### config.mk
export PLATFORM = sky130hd
export DESIGN_NAME = debug_unit
export DESIGN_NICKNAME = d
export VERILOG_FILES = /design/src/rtl/dbg_pkg.sv /design/src/rtl/word_assembler.sv /design/src/rtl/debug_unit.sv
export SDC_FILE = /design/constraint.sdc
export NUM_CORES = 1
export LEC_CHECK = 0
export BUFFER_PORTS_ARGS = -buffer_cell sky130_fd_sc_hd__buf_4
export CAP_MARGIN = 20
export CORE_UTILIZATION = 44
export DETAILED_ROUTE_END_ITERATION = 8
export GPL_TIMING_DRIVEN = 0
export PLACE_DENSITY = 0.76
export SYNTH_ARGS = -nofsm -noshare
export SYNTH_HDL_FRONTEND = slang
export SYNTH_HIERARCHICAL = 1
export SYNTH_SLANG_ARGS = --single-unit
export TNS_END_PERCENT = 30
### constraint.sdc
create_clock -name clk -period 2.2 [get_ports clk]
set_clock_uncertainty 0.1 [all_clocks]
set_input_delay 0.66 -clock clk [delete_from_list [all_inputs] [get_ports clk]]
set_output_delay 0.66 -clock clk [all_outputs]
set_load 0.03 [all_outputs]
### src/rtl/dbg_pkg.sv
// dbg_pkg
// Shared constants for the debug unit.
//   - Host command bytes:  'L' load, 'R' run, 'S' step, 'D' dump.
//   - Reply bytes sent back to the host: 'K' ack, 'H' halted, 'E' error.
//   - Sequencer state encoding.
//   - WORD_W: width of one instruction / register word.
package dbg_pkg;

    localparam int WORD_W = 32;

    localparam logic [7:0] CMD_LOAD  = 8'h4C;
    localparam logic [7:0] CMD_RUN   = 8'h52;
    localparam logic [7:0] CMD_STEP  = 8'h53;
    localparam logic [7:0] CMD_DUMP  = 8'h44;

    localparam logic [7:0] RPL_ACK   = 8'h4B;
    localparam logic [7:0] RPL_HALT  = 8'h48;
    localparam logic [7:0] RPL_ERR   = 8'h45;

    typedef enum logic [2:0] {
        IDLE,
        LD_CNT,
        LD_BYTE,
        LD_WR,
        RUN,
        STEP,
        DUMP,
        SEND
    } state_t;

endpackage

### src/rtl/word_assembler.sv
// word_assembler
// Collects four bytes, least-significant first, into one 32-bit word.
// Ports:
//   clk, reset   clock and synchronous active-high reset
//   clear        drop any partial word (start of a new load)
//   byte_valid   byte_in is consumed this cycle
//   byte_in      incoming byte
//   word         assembled word (valid the cycle after word_done)
//   word_done    this byte completes a word
module word_assembler
    import dbg_pkg::*;
(
    input  logic              clk,
    input  logic              reset,
    input  logic              clear,
    input  logic              byte_valid,
    input  logic [7:0]        byte_in,
    output logic [WORD_W-1:0] word,
    output logic              word_done
);

    logic [1:0] count;

    // New bytes enter at the top and shift down, so after four bytes the
    // first one received sits in bits [7:0].
    always_ff @(posedge clk) begin
        if (reset || clear) begin
            word  <= '0;
            count <= '0;
        end else if (byte_valid) begin
            word  <= {byte_in, word[WORD_W-1:8]};
            count <= count + 2'd1;
        end
    end

    assign word_done = byte_valid && (count == 2'd3);

endmodule

### src/rtl/debug_unit.sv
// debug_unit
// Command sequencer between the UART FIFOs and the pipelined core: loads
// instruction memory, runs / steps the core and (optionally) dumps the
// register file. It owns cpu_en and cpu_rst so the core is frozen while
// a program is being written.
// Ports:
//   clk, reset            clock, synchronous active-high reset
//   rx_data/rx_empty/rx_rd   show-ahead RX FIFO head, empty flag, pop
//   tx_data/tx_full/tx_wr    TX FIFO byte, full flag, push
//   imem_we/imem_addr/imem_wdata   instruction-memory write port
//   cpu_en, cpu_rst       core advance enable, one-cycle core reset
//   halt                  core reports a decoded halt instruction
//   rf_dbg_addr/rf_dbg_data  register-file debug read port
//   busy                  sequencer is not idle
// Build option: define DEBUG_DUMP_EN to implement the 'D' dump command;
// without it 'D' is answered with 'E' and rf_dbg_addr is tied to 0.
module debug_unit
    import dbg_pkg::*;
#(
    parameter int DATA_W  = 8,
    parameter int IMEM_AW = 8,
    parameter int REG_AW  = 5
) (
    input  logic               clk,
    input  logic               reset,
    input  logic [DATA_W-1:0]  rx_data,
    input  logic               rx_empty,
    output logic               rx_rd,
    output logic [DATA_W-1:0]  tx_data,
    input  logic               tx_full,
    output logic               tx_wr,
    output logic               imem_we,
    output logic [IMEM_AW-1:0] imem_addr,
    output logic [WORD_W-1:0]  imem_wdata,
    output logic               cpu_en,
    output logic               cpu_rst,
    input  logic               halt,
    output logic [REG_AW-1:0]  rf_dbg_addr,
    input  logic [WORD_W-1:0]  rf_dbg_data,
    output logic               busy
);

    state_t             state, state_next;
    logic [7:0]         word_cnt, word_cnt_next;
    logic [IMEM_AW-1:0] addr_q, addr_next;
    logic [7:0]         reply_q, reply_next;

    logic               asm_clear;
    logic               asm_valid;
    logic               word_done;
    logic [WORD_W-1:0]  asm_word;

`ifdef DEBUG_DUMP_EN
    logic [REG_AW-1:0]  reg_idx, reg_idx_next;
    logic [1:0]         byte_idx, byte_idx_next;
`else
    logic               unused_rf_dbg_data;
    assign unused_rf_dbg_data = ^rf_dbg_data;
`endif

    word_assembler u_asm (
        .clk        (clk),
        .reset      (reset),
        .clear      (asm_clear),
        .byte_valid (asm_valid),
        .byte_in    (rx_data[7:0]),
        .word       (asm_word),
        .word_done  (word_done)
    );

    always_ff @(posedge clk) begin
        if (reset) begin
            state    <= IDLE;
            word_cnt <= '0;
            addr_q   <= '0;
            reply_q  <= '0;
`ifdef DEBUG_DUMP_EN
            reg_idx  <= '0;
            byte_idx <= '0;
`endif
        end else begin
            state    <= state_next;
            word_cnt <= word_cnt_next;
            addr_q   <= addr_next;
            reply_q  <= reply_next;
`ifdef DEBUG_DUMP_EN
            reg_idx  <= reg_idx_next;
            byte_idx <= byte_idx_next;
`endif
        end
    end

    // All strobes are suppressed while reset is sampled, so a reset in the
    // middle of RUN drops cpu_en in that very cycle rather than one later.
    always_comb begin
        state_next    = state;
        word_cnt_next = word_cnt;
        addr_next     = addr_q;
        reply_next    = reply_q;
        rx_rd         = 1'b0;
        tx_wr         = 1'b0;
        tx_data       = reply_q;
        imem_we       = 1'b0;
        cpu_en        = 1'b0;
        cpu_rst       = 1'b0;
        asm_clear     = 1'b0;
        asm_valid     = 1'b0;
`ifdef DEBUG_DUMP_EN
        reg_idx_next  = reg_idx;
        byte_idx_next = byte_idx;
`endif
        if (!reset) begin
            case (state)
                IDLE: begin
                    if (!rx_empty) begin
                        rx_rd = 1'b1;
                        case (rx_data)
                            CMD_LOAD: begin
                                asm_clear  = 1'b1;
                                state_next = LD_CNT;
                            end
                            CMD_RUN:  state_next = RUN;
                            CMD_STEP: state_next = STEP;
`ifdef DEBUG_DUMP_EN
                            CMD_DUMP: begin
                                reg_idx_next  = '0;
                                byte_idx_next = '0;
                                state_next    = DUMP;
                            end
`endif
                            default: begin
                                reply_next = RPL_ERR;
                                state_next = SEND;
                            end
                        endcase
                    end
                end
                LD_CNT: begin
                    if (!rx_empty) begin
                        rx_rd         = 1'b1;
                        word_cnt_next = rx_data[7:0];
                        addr_next     = '0;
                        // An empty program still resets the core and is acked.
                        if (rx_data[7:0] == 8'd0) begin
                            cpu_rst    = 1'b1;
                            reply_next = RPL_ACK;
                            state_next = SEND;
                        end else begin
                            state_next = LD_BYTE;
                        end
                    end
                end
                LD_BYTE: begin
                    if (!rx_empty) begin
                        rx_rd     = 1'b1;
                        asm_valid = 1'b1;
                        if (word_done) begin
                            state_next = LD_WR;
                        end
                    end
                end
                LD_WR: begin
                    imem_we       = 1'b1;
                    addr_next     = addr_q + 1'b1;
                    word_cnt_next = word_cnt - 8'd1;
                    if (word_cnt == 8'd1) begin
                        cpu_rst    = 1'b1;
                        reply_next = RPL_ACK;
                        state_next = SEND;
                    end else begin
                        state_next = LD_BYTE;
                    end
                end
                RUN: begin
                    if (halt) begin
                        reply_next = RPL_HALT;
                        state_next = SEND;
                    end else begin
                        cpu_en = 1'b1;
                    end
                end
                STEP: begin
                    cpu_en     = 1'b1;
                    reply_next = RPL_ACK;
                    state_next = SEND;
                end
`ifdef DEBUG_DUMP_EN
                DUMP: begin
                    tx_data = rf_dbg_data[{byte_idx, 3'b000} +: 8];
                    if (!tx_full) begin
                        tx_wr         = 1'b1;
                        byte_idx_next = byte_idx + 2'd1;
                        if (byte_idx == 2'd3) begin
                            reg_idx_next = reg_idx + 1'b1;
                            if (reg_idx == '1) begin
                                state_next = IDLE;
                            end
                        end
                    end
                end
`endif
                SEND: begin
                    if (!tx_full) begin
                        tx_wr      = 1'b1;
                        state_next = IDLE;
                    end
                end
                default: state_next = IDLE;
            endcase
        end
    end

    assign imem_addr  = addr_q;
    assign imem_wdata = asm_word;
    assign busy       = !reset && (state != IDLE);

`ifdef DEBUG_DUMP_EN
    assign rf_dbg_addr = reg_idx;
`else
    assign rf_dbg_addr = '0;
`endif

endmodule

# Word-level counts from Yosys, hierarchy flattened
# Cells that the tools add are included.
# totals
reg_bits	61
elab_cells	86
# op_classes
n_addsub	3
eq_ne	20
muxes	43
n_reduce_logical	14
# op_table
op	count
$mux 8	8
$pmux 8 s5	1
$pmux 8 s2	2
$eq 8x7->1 const B	3
$mux 3	8
$pmux 3 s7	1
$mux 1	20
$ne 2x2->1 const B	8
$eq 3x3->1 const B	3
$pmux 3 s3	1
$add 8x1->8 const B	1
$eq 8x1->1 const B	1
$logic_not 8->1	1
$sub 8x1->8 const B	1
$reduce_and 7->1	1
$eq 3x2->1 const B	2
$reduce_and 6->1	1
$reduce_or 3->1	2
$reduce_bool 5->1	1
$pmux 1 s2	2
$eq 3x1->1 const B	1
$logic_not 3->1	1
$reduce_bool 3->1	1
$add 2x1->2 const B	1
other kinds (7)	8

# Longest topological paths before layout
# Gate-level depths: netlist (run 1).
# depth
ltp_word	7
depth_mapped	11

# Modules after synthesis
# Netlist (run 1), hierarchy kept.
# by_module_without_submodules
mod	n_inst	cells_each	area_each_um2
debug_unit	1	193	1491.4
word_assembler	1	113	1276.2

# Least setup slack after synthesis (run 1)
# Ideal clock, no wire load.
# synth_timing
path_kind	input to output
from	input port rx_data[5]
to	output port cpu_rst
t_arrival_ns	2.125
t_required_ns	1.440
slack_ns	-0.685
stages	4
cell_sequence	or4_1 > nor3_1 > a32oi_1 > nor3_1
# synth_via
elab_chain_len	5
# synth_lines
element	line_no	rtl
start, declared	debug_unit.sv:26	input logic [DATA_W-1:0] rx_data,
$logic_not 8->1	debug_unit.sv:144	if (rx_data[7:0] == 8'd0) begin
$mux 1	debug_unit.sv:144	
$mux 1	debug_unit.sv:139	if (!rx_empty) begin
$pmux 1 s2	debug_unit.sv:113	case (state)
$mux 1	debug_unit.sv:112	if (!reset) begin
end, declared	debug_unit.sv:36	output logic cpu_rst,
# Every way passes these cells.

# Final worst setup path (run 1)
# layout_timing
from	register word_cnt[2]
to	output port cpu_rst
# layout_via
elab_chain_len	4
# layout_lines
element	line_no	rtl
start, declared	debug_unit.sv:44	logic [7:0] word_cnt, word_cnt_next;
start signal, assigned	debug_unit.sv:83	word_cnt <= word_cnt_next;
$eq 8x1->1	debug_unit.sv:166	if (word_cnt == 8'd1) begin
$mux 1	debug_unit.sv:166	
$pmux 1 s2	debug_unit.sv:113	
$mux 1	debug_unit.sv:112	
# Every way passes these cells.

==> results.py, run 1 <==
metrics = {
    "synthesis": {
        "synth_top_flop_cell": "sky130_fd_sc_hd__dfxtp_1",
        "synth_edf_count": 0,
        "ys_warn_count": 6,
        "synthDistinctLibCells": 53,
        "netlist.area_leader.share_pct": 42.0,
        "netlist_top_cells_area": "sky130_fd_sc_hd__dfxtp_1 (42%), sky130_fd_sc_hd__mux2i_1 (13%), sky130_fd_sc_hd__nor2_1 (7.9%)",
        "netlist_instances": 306,
        "synth_area_per_cell_um2": 9.04,
        "synth-seq-cells": 58,
        "asr_flop_ratio_synth_pct": 0,
        "synth_top_area_cell": "sky130_fd_sc_hd__dfxtp_1",
        "mappedNetlistArea_um2": 2770,
        "proportion_of_synthesized_chip_area_in_sequential_cells_pct": 42.0,
    },
    "floorplan": {
        "dieHeight_um": 81.3,
        "rows": 28,
        "boundaryPins": 104,
        "placeableCoreArea_um2": 5990,
        "die-area_um2": 6610,
        "die_w_um": 81.3,
        "floorplan.initialDensity_pct": 46.2,
    },
    "clocking": {
        "clock_insertion_delay_worst_skew_ns": 0.33,
        "clockBufferDepth": 2,
        "cts_max_level": 3,
        "cts_buffers": 9,
        "tritoncts": "yes",
        "numClockSinks": 58,
        "clkSlewWorstSetupHoldPaths_ns": 0.07,
        "clk_root_buffer_cell": "sky130_fd_sc_hd__clkbuf_8",
    },
    "worst_setup_path": {
        "r2r_slack_ns": 0.03,
        "critical_path_data_arrival_time_ns": 1.95,
        "worst_setup_path_startpoint": "word_cnt[2]",
        "endpoint_required_time_on_the_critical_path_ns": 1.44,
        "worstSetupStartpointType": "register",
        "worst_r2r_endpoint": "tx_data[0]",
        "worst_setup_path_endpoint": "cpu_rst",
        "rr_worst_depth": 6,
        "timing_worst_setup_path_type": "register to output port",
        "rr_startpoint": "word_cnt[2]",
        "setup.worst_path.end_class": "output port",
        "worst-path-max-fanout": 9,
    },
    "grt": {
        "grt_overflow_total": 0,
        "antenna_violations_before_repair": 0,
        "grt_use_total_pct": 20.9,
        "number_of_global_route_vias_before_repair": 2247,
        "grt_first_pass_wirelength_um": 10400,
        "maximum_number_of_pins_on_one_net_before_global_route_repair": 13,
    },
    "placed_design": {
        "routabilityCongestion": 0.853,
        "dp_worst_setup_slack_ns": -0.610,
        "place_hpwl_um": 4660,
        "place.port_buffers": 63,
        "detailed_place.area_um2": 3380,
    },
    "routing": {
        "final_antenna_net_count": 0,
        "drcViolationCount": 0,
        "dr_total_vias": 2470,
        "drt_pre_antenna_iters": 4,
        "route.detailed.vias_per_inst": 5.27,
        "first_iter_violations": 190,
        "postRouteWirelength_um": 6620,
        "post_drt_wl_per_cell_um": 14.1,
    },
    "timing": {
        "tightest_slew_ns": 0.598,
        "period_share_pct": 123,
        "report.final.setup_viol": 4,
        "setup_repair_after_global_routing_missed_its_margin": "yes",
        "clock.fmax_mhz": 369,
        "setup_slack_ns": -0.507,
        "final.min_clock_period_ns": 2.71,
        "finalMaxSlewViolations": 0,
        "whs_ns": 0.368,
        "max_slew_margin_pct": 60.2,
        "finalHoldViolCount": 0,
    },
    "worst_hold_path": {
        "hold-path-cell-count": 2,
        "hold_path_class": "register to register",
    },
    "final_layout": {
        "antenna_cells": 0,
        "regArea_um2": 1160,
        "area_growth_syn_to_layout_pct": 33.6,
        "multi_input_logic_area_um2": 1470,
        "filler_cell_count": 500,
        "postLayoutCellArea_um2": 3700,
        "finish.net_count": 438,
        "fraction_of_final_layout_cells_sized_beyond_drive_strength_1_pct": 32.5,
    },
    "pwr": {
        "share_comb_of_total_power_pct": 34.2,
        "fin_total_pwr_mw": 3.62,
        "switching_fraction_of_total_power_pct": 35.5,
        "seq_power_share_pct": 35.3,
        "pwr-share-clk_pct": 30.5,
        "standby_leakage_power_nw": 1.50,
        "power_density_nw_per_um2": 978,
        "switching_power_mw": 1.28,
        "worst_ir_drop_vdd_uv": 613,
        "cellInternalPower_mw": 2.33,
    },
    "run_status": {
        "violations_in_the_final_reports": "setup timing",
        "outcome": "complete, but fails checks",
    },
    "job": {
        "max_cap_violations": 0,
    },
}
==> critical path, stage by stage, from the launching register on <==
cell                      delay [ns]
sky130_fd_sc_hd__dfxtp_1        0.31
sky130_fd_sc_hd__buf_6          0.13
sky130_fd_sc_hd__or4_4          0.56
sky130_fd_sc_hd__nor3_4         0.16
sky130_fd_sc_hd__a32oi_2        0.14
sky130_fd_sc_hd__nor3_4         0.16
sky130_fd_sc_hd__buf_6          0.15
==> cells by family after synthesis <==
logic type	share of synthesized area [%]
multiplexers	13.5
XOR/XNOR	0.317
AND/OR/NAND/NOR	20.9
adder cells (fa/ha/maj)	1.81
AO/OA/AOI/OAI	13.3
buffers and inverters	8.05
flip-flops	42.0
other	0.135
==> state kept, by name (all words and copies together) (netlist names) <==
register,cells
u_asm/count,2
word_cnt,8
state,3
imem_addr,8
tx_data,5
u_asm/word,32
==> layout make-up <==
| cell class | instances | area share, % |
|---|---|---|
| inverter | 4 | 0.406 |
| timing repair buffer | 66 | 13.6 |
| sequential | 58 | 31.4 |
| tap | 75 | 2.54 |
| buffer | 25 | 6.06 |
| clock buffer | 9 | 3.35 |
| clock inverter | 7 | 2.74 |
| multi-input combinational | 225 | 39.9 |
==> placed cells by master (no fill, tap or decap), types with 3 or more instances in the layout <==
cell type                  synthesis  final
sky130_fd_sc_hd__nand2_1          15     15
sky130_fd_sc_hd__buf_6             6     10
sky130_fd_sc_hd__clkbuf_1          6      3
sky130_fd_sc_hd__and2_1            3      3
sky130_fd_sc_hd__nor4_1            3      3
sky130_fd_sc_hd__a21oi_1          24     23
sky130_fd_sc_hd__dfxtp_1          58     57
sky130_fd_sc_hd__buf_8             3      3
sky130_fd_sc_hd__clkbuf_8          0      9
sky130_fd_sc_hd__nor3_1           11      8
sky130_fd_sc_hd__ha_1              4      4
sky130_fd_sc_hd__nor2_1           58     58
sky130_fd_sc_hd__inv_1             4      3
sky130_fd_sc_hd__mux2i_1          35     35
sky130_fd_sc_hd__nand2b_1          3      3
sky130_fd_sc_hd__buf_4             8     72
sky130_fd_sc_hd__nand3_1          13     13
sky130_fd_sc_hd__conb_1            1      8
==> synth_stat cells (4+ instances only) <==
cell / n
sky130_fd_sc_hd__clkbuf_1: 6
sky130_fd_sc_hd__ha_1: 4
sky130_fd_sc_hd__inv_1: 4
sky130_fd_sc_hd__nor2_1: 58
sky130_fd_sc_hd__nand2_1: 15
sky130_fd_sc_hd__buf_4: 8
sky130_fd_sc_hd__buf_6: 6
sky130_fd_sc_hd__mux2i_1: 35
sky130_fd_sc_hd__nor3_1: 11
sky130_fd_sc_hd__nand3_1: 13
sky130_fd_sc_hd__dfxtp_1: 58
sky130_fd_sc_hd__a21oi_1: 24
==> repair_timing <==
item,4_1_cts,5_1_grt
setup endpoints to repair,9,7
pin swaps,0,0
hold buffers,0,0
gates resized for setup,21,4
buffers inserted,2,1
==> worst min path at each step <==
| stage | start | slack (ns) | endpoint |
|---|---|---|---|
| final | tx_data[1] | 0.37 | tx_data[1] |
| after global routing | tx_data[1] | 0.39 | tx_data[1] |
| after CTS | tx_data[1] | 0.37 | tx_data[1] |
| after detailed placement | tx_data[1] | 0.36 | tx_data[1] |
| after global placement | tx_data[1] | 0.36 | tx_data[1] |
| after floorplan | word_cnt[5] | 0.36 | word_cnt[5] |
==> power by group through the flow <==
stage	Clock [mW]	Sequential (mW)	Combinational (mW)
finish	1.10	1.28	1.24
global route	1.18	1.29	1.33
CTS	1.12	1.27	1.18
detailed placement	0	1.29	1.12
global placement	0	1.28	1.11
floorplan	0	1.37	0.759
==> metrics by stage <==
step,util (%),setup TNS (ns),std cells
final,61.7,-0.631,469
after global routing,61.7,-1.05,469
after detailed placement,56.4,-4.92,451
after CTS,61.2,-0.706,468
after global placement,56.4,-4.30,451
after floorplan,-,-0.955,313
==> metal layers <==
layer  part of all wire [%]  vias up  track usage [%]
met5                      0        -                0
met4                    1.2        0             8.04
met3                    5.1       10             6.63
met2                     48       51             32.7
met1                     46     1174             26.5
li1                       -     1235                -
(Power assumes the default switching activity.)
==> run 2, diff against run 1 <==
TNS_END_PERCENT = unset   (was 30)
==> run 2 against run 1 <==
Against the previous run: the flow still finishes with violations (setup timing); clock-buffer cell count is 3 higher; via count grew 2.8%; largest cell class unchanged; highest routed layer unchanged; non-clock buffer count grew 6; critical endpoint unchanged; total power is 5.0% lower.
==> results.py, run 2 (synthesized netlist as in run 1, its figures left out) <==
metrics = {
    "timing": {
        "fin_tns_setup_ns": -0.582,
        "whs_ns": 0.377,
        "final.min_clock_period_ns": 2.73,
        "setup_slack_ns": -0.530,
        "finalMaxSlewViolations": 0,
        "tightest_slew_ns": 0.613,
        "max_slew_margin_pct": 59.1,
        "clock.fmax_mhz": 366,
        "setup_repair_after_global_routing_missed_its_margin": "yes",
        "report.final.setup_viol": 2,
        "finalHoldViolCount": 0,
        "period_share_pct": 124,
    },
    "placed_design": {
        "place_hpwl_um": 4710,
        "routabilityCongestion": 0.813,
        "place.port_buffers": 63,
        "placedCellCount": 451,
    },
    "routing": {
        "first_iter_violations": 161,
        "drt_pre_antenna_iters": 4,
        "post_drt_wl_per_cell_um": 14.7,
        "postRouteWirelength_um": 6980,
        "route.detailed.vias_per_inst": 5.35,
        "drcViolationCount": 0,
        "final_antenna_net_count": 0,
        "dr_total_vias": 2538,
    },
    "worst_setup_path": {
        "worstSetupStartpointType": "input port",
        "r2r_slack_ns": 0.01,
        "critical_path_data_arrival_time_ns": 1.97,
        "setup.worst_path.end_class": "output port",
        "worst-path-max-fanout": 4,
        "endpoint_required_time_on_the_critical_path_ns": 1.44,
        "timing_worst_setup_path_type": "input port to output port",
        "rr_worst_depth": 6,
        "rr_startpoint": "word_cnt[2]",
        "worst_r2r_endpoint": "tx_data[0]",
    },
    "grt": {
        "grt_overflow_total": 0,
        "maximum_number_of_pins_on_one_net_before_global_route_repair": 11,
        "grt_use_total_pct": 21.4,
        "number_of_global_route_vias_before_repair": 2254,
        "grt_first_pass_wirelength_um": 10700,
        "antenna_violations_before_repair": 0,
    },
    "clocking": {
        "clockBufferDepth": 2,
        "clock_insertion_delay_worst_skew_ns": 0.34,
        "post_cts_hold_buffer_count": 0,
        "tritoncts": "yes",
        "numClockSinks": 58,
        "cts_max_level": 3,
        "clk_root_buffer_cell": "sky130_fd_sc_hd__clkbuf_8",
        "clkSlewWorstSetupHoldPaths_ns": 0.06,
        "cts_buffers": 9,
    },
    "floorplan": {
        "placeableCoreArea_um2": 5990,
        "dieHeight_um": 81.3,
        "die_w_um": 81.3,
        "boundaryPins": 104,
        "rows": 28,
        "die-area_um2": 6610,
        "floorplan.initialDensity_pct": 46.2,
    },
    "final_layout": {
        "stdcell_count": 474,
        "filler_cell_count": 510,
        "layout_commonest_cell": "sky130_fd_sc_hd__buf_4",
        "mostFrequentLayoutCells": "sky130_fd_sc_hd__buf_4 (75), sky130_fd_sc_hd__nor2_1 (58), sky130_fd_sc_hd__dfxtp_1 (55), sky130_fd_sc_hd__mux2i_1 (34), sky130_fd_sc_hd__a21oi_1 (23)",
        "area_growth_syn_to_layout_pct": 36.3,
        "number_of_flip_flops_under_the_largest_register_name": 32,
        "antenna_cells": 0,
        "finish.net_count": 444,
        "regMostFlops": "u_asm/word",
        "fraction_of_final_layout_cells_sized_beyond_drive_strength_1_pct": 35.3,
    },
    "job": {
        "max_cap_violations": 0,
    },
    "pwr": {
        "worst_ir_drop_vdd_uv": 578,
        "standby_leakage_power_nw": 1.53,
        "power_density_nw_per_um2": 910,
    },
    "worst_hold_path": {
        "min-delay-start": "tx_data[1]",
        "timing.hold.worst_endpoint": "tx_data[1]",
        "hold-path-cell-count": 2,
        "hold_path_class": "register to register",
    },
    "run_status": {
        "outcome": "complete, but fails checks",
        "violations_in_the_final_reports": "setup timing",
    },
}
[run 2: changes by cell type in the layout (fill, tap and decap cells not counted), sizes merged]
| cell | before | now |
|---|---|---|
| clkbuf | 15 | 18 |
| bufinv | 2 | 0 |
| inv | 5 | 3 |
| buf | 85 | 91 |
[run 2: final cells by class]
class	count	area [um2]	area share (%)
buffer	25	250	6.63
timing repair buffer	72	563	14.9
multi-input combinational	225	1530	40.4
inverter	4	18.8	0.497
clock inverter	3	17.5	0.464
sequential	58	1170	31.0
tap	75	93.8	2.49
clock buffer	12	135	3.58
[run 2: worst max-delay path, stage by stage]
cell and delay (ns):
sky130_fd_sc_hd__buf_8 0.10, sky130_fd_sc_hd__or4_4 0.56, sky130_fd_sc_hd__nor3_4 0.22, sky130_fd_sc_hd__a32oi_2 0.09, sky130_fd_sc_hd__nor3_4 0.17, sky130_fd_sc_hd__buf_6 0.16
[run 2: layer usage]
metal  up-vias  global-route usage, %  share of wire, %
met3        21                   6.52               5.0
met1      1196                   26.1                44
li1       1243                      -                 -
met5         -                      0                 0
met2        78                   34.3                48
met4         0                   10.2               2.9
[run 2: stage by stage]
stage | util (%) | setup WS (ns) | cell area [um2] | power, mW
after floorplan | - | -0.355 | 2830 | 2.14
after global placement | 56.7 | -0.619 | 3400 | 2.40
after detailed placement | 56.7 | -0.633 | 3400 | 2.42
after CTS | 61.3 | -0.513 | 3670 | 3.32
after global routing | 63.0 | -0.567 | 3770 | 3.60
final | 63.0 | -0.530 | 3770 | 3.43
[run 2: worst max path at each step]
stage / to / depth (start not counted) / slack [ns] / startpoint
finish: cpu_rst / 6 / -0.53 / rx_data[5]
CTS: cpu_rst / 6 / -0.51 / rx_data[5]
detailed placement: cpu_rst / 6 / -0.63 / rx_data[5]
global placement: cpu_rst / 6 / -0.62 / rx_data[5]
floorplan: cpu_rst / 4 / -0.36 / rx_data[5]
global route: cpu_rst / 6 / -0.57 / word_cnt[2]
[run 2: power by group]
group	internal [mW]	switching, mW
clock network	0.399	0.402
registers	1.18	0.114
logic	0.578	0.764
total	2.15	1.28
[run 2: timing repair]
| action | in CTS | in global routing |
|---|---|---|
| pin swaps | 4 | 3 |
| resized for setup | 27 | 19 |
| buffers inserted | 6 | 3 |
| setup endpoints to repair | 9 | 26 |
==> run 3, diff against run 2 <==
CORE_ASPECT_RATIO = 1.1   (was unset)
CORE_UTILIZATION = 45   (was 44)
CTS_BUF_LIST = sky130_fd_sc_hd__clkbuf_2 sky130_fd_sc_hd__clkbuf_4 sky130_fd_sc_hd__clkbuf_8   (was unset)
PLACE_DENSITY = 0.77   (was 0.76)
SKIP_CTS_REPAIR_TIMING = 1   (was unset)
==> run 3 against run 2 <==
Against the previous run: the run still ends with setup timing left; register-to-register slack worse by 0.11 ns; critical path depth unchanged; total power up 9.4%; sequential share of layout area down 0.98 points.
==> results.py, run 3 (synthesized netlist as in run 1, its figures left out) <==
metrics = {
    "clocking": {
        "clockBufferDepth": 2,
        "clk_root_buffer_cell": "sky130_fd_sc_hd__clkbuf_8",
        "numClockSinks": 58,
        "clkSlewWorstSetupHoldPaths_ns": 0.07,
        "cts_buffers": 9,
        "clock_insertion_delay_worst_skew_ns": 0.34,
        "tritoncts": "yes",
        "cts_max_level": 3,
    },
    "routing": {
        "drcViolationCount": 0,
        "final_antenna_net_count": 0,
        "dr_total_vias": 2579,
        "post_drt_wl_per_cell_um": 15.1,
        "drt_pre_antenna_iters": 4,
        "postRouteWirelength_um": 7310,
        "first_iter_violations": 196,
        "route.detailed.vias_per_inst": 5.33,
    },
    "final_layout": {
        "finish.net_count": 451,
        "layout_commonest_cell": "sky130_fd_sc_hd__buf_4",
        "layout.core_utilization_pct": 66.6,
        "regMostFlops": "u_asm/word",
        "mostFrequentLayoutCells": "sky130_fd_sc_hd__buf_4 (79), sky130_fd_sc_hd__nor2_1 (58), sky130_fd_sc_hd__dfxtp_1 (54), sky130_fd_sc_hd__mux2i_1 (35), sky130_fd_sc_hd__a21oi_1 (23)",
        "antenna_cells": 0,
        "number_of_flip_flops_under_the_largest_register_name": 32,
        "fraction_of_final_layout_cells_sized_beyond_drive_strength_1_pct": 37.3,
        "filler_cell_count": 480,
        "area_growth_syn_to_layout_pct": 40.6,
    },
    "worst_hold_path": {
        "hold_path_class": "register to register",
        "hold-path-cell-count": 2,
    },
    "worst_setup_path": {
        "critical_path_data_arrival_time_ns": 1.97,
        "cp_slowest_stage_delay_ns": 0.56,
        "rr_worst_depth": 12,
        "setup.worst_path.end_class": "output port",
        "critPathMostFrequentCell": "sky130_fd_sc_hd__nor3_4",
        "worstSetupStartpointType": "input port",
        "timing_worst_setup_path_type": "input port to output port",
        "endpoint_required_time_on_the_critical_path_ns": 1.44,
        "crit_path_cell_trace": "buf_8 -> or4_4 -> nor3_4 -> a32oi_2 -> nor3_4 -> buf_6",
        "crit_slowest_cell": "sky130_fd_sc_hd__or4_4",
        "worst-path-max-fanout": 4,
    },
    "timing": {
        "max_slew_margin_pct": 61.5,
        "report.final.setup_viol": 5,
        "clock.fmax_mhz": 367,
        "final.min_clock_period_ns": 2.73,
        "tightest_slew_ns": 0.577,
        "period_share_pct": 124,
        "whs_ns": 0.358,
        "finalHoldViolCount": 0,
        "fin_tns_setup_ns": -0.895,
        "setup_slack_ns": -0.525,
        "finalMaxSlewViolations": 0,
        "setup_repair_after_global_routing_missed_its_margin": "yes",
    },
    "pwr": {
        "power_density_nw_per_um2": 965,
        "fin_total_pwr_mw": 3.75,
        "standby_leakage_power_nw": 1.59,
        "worst_ir_drop_vdd_uv": 717,
    },
    "grt": {
        "grt_first_pass_wirelength_um": 10800,
        "maximum_number_of_pins_on_one_net_before_global_route_repair": 12,
        "grt_overflow_total": 0,
        "antenna_violations_before_repair": 0,
        "number_of_global_route_vias_before_repair": 2214,
        "grt_use_total_pct": 21.2,
    },
    "run_status": {
        "violations_in_the_final_reports": "setup timing",
        "outcome": "complete, but fails checks",
    },
    "floorplan": {
        "boundaryPins": 104,
        "floorplan.initialDensity_pct": 47.4,
        "die-area_um2": 6470,
        "placeableCoreArea_um2": 5840,
        "die_w_um": 76.8,
        "rows": 29,
        "dieHeight_um": 84.3,
    },
    "placed_design": {
        "place_hpwl_um": 4720,
        "routabilityCongestion": 0.917,
        "place.port_buffers": 63,
    },
    "job": {
        "max_cap_violations": 0,
    },
}
run 3: changes by cell type in the layout (fill, tap and decap cells not counted), moves of 2 or more:
cell                         delta
sky130_fd_sc_hd__buf_4          +4
sky130_fd_sc_hd__buf_6          +5
sky130_fd_sc_hd__clkbuf_1       -3
sky130_fd_sc_hd__clkinvlp_4     +2
sky130_fd_sc_hd__dfxtp_2        +2
sky130_fd_sc_hd__nand2_2        -2
run 3: power breakdown:
part           leakage (nW)  switching, mW  total (mW)  internal [mW]
Combinational          1.02          0.801        1.45          0.649
Clock                0.0945          0.459        1.01          0.553
Sequential            0.472          0.120        1.29           1.17
Total                  1.59           1.38        3.75           2.38
run 3: area by class of cell:
type                    count  area (um2)  share of cell area [%]
repair buffers             79         627                    16.1
inverters                   4        18.8                   0.482
clock inverters             6        66.3                    1.70
clock buffers              10         138                    3.54
multi-input cells         225        1530                    39.4
well taps                  77        96.3                    2.48
plain buffers              25         244                    6.27
flip-flops and latches     58        1170                    30.0
run 3: final timing paths:
| kind | to | slack [ns] | startpoint |
|---|---|---|---|
| setup / recovery | cpu_rst | -0.53 | rx_data[5] |
| hold / removal | tx_data[1] | 0.36 | tx_data[1] |
| setup reg to reg | state[0] | -0.10 | state[2] |
| hold reg to reg | tx_data[1] | 0.36 | tx_data[1] |
run 3: routing by layer:
| metal | up-vias | global-route usage (%) | share of wire [%] |
|---|---|---|---|
| met2 | 66 | 34.0 | 51 |
| met3 | 17 | 5.65 | 4.5 |
| met5 | - | 0 | 0 |
| met4 | 0 | 8.74 | 1.7 |
| met1 | 1238 | 26.9 | 43 |
| li1 | 1258 | - | - |
run 3: stage by stage:
step | cells | setup slack (ns) | instance area, um2
after global placement | 453 | -0.635 | 3400
after floorplan | 313 | -0.355 | 2830
after detailed placement | 453 | -0.650 | 3400
after CTS | 469 | -0.656 | 3610
after global routing | 484 | -0.575 | 3890
final | 484 | -0.525 | 3890
run 3: critical path: cells and delay by family:
kind,cells,cell delay [ns]
AND/OR/NAND/NOR,3,0.94
buffers and inverters,2,0.26
AO/OA/AOI/OAI,1,0.09
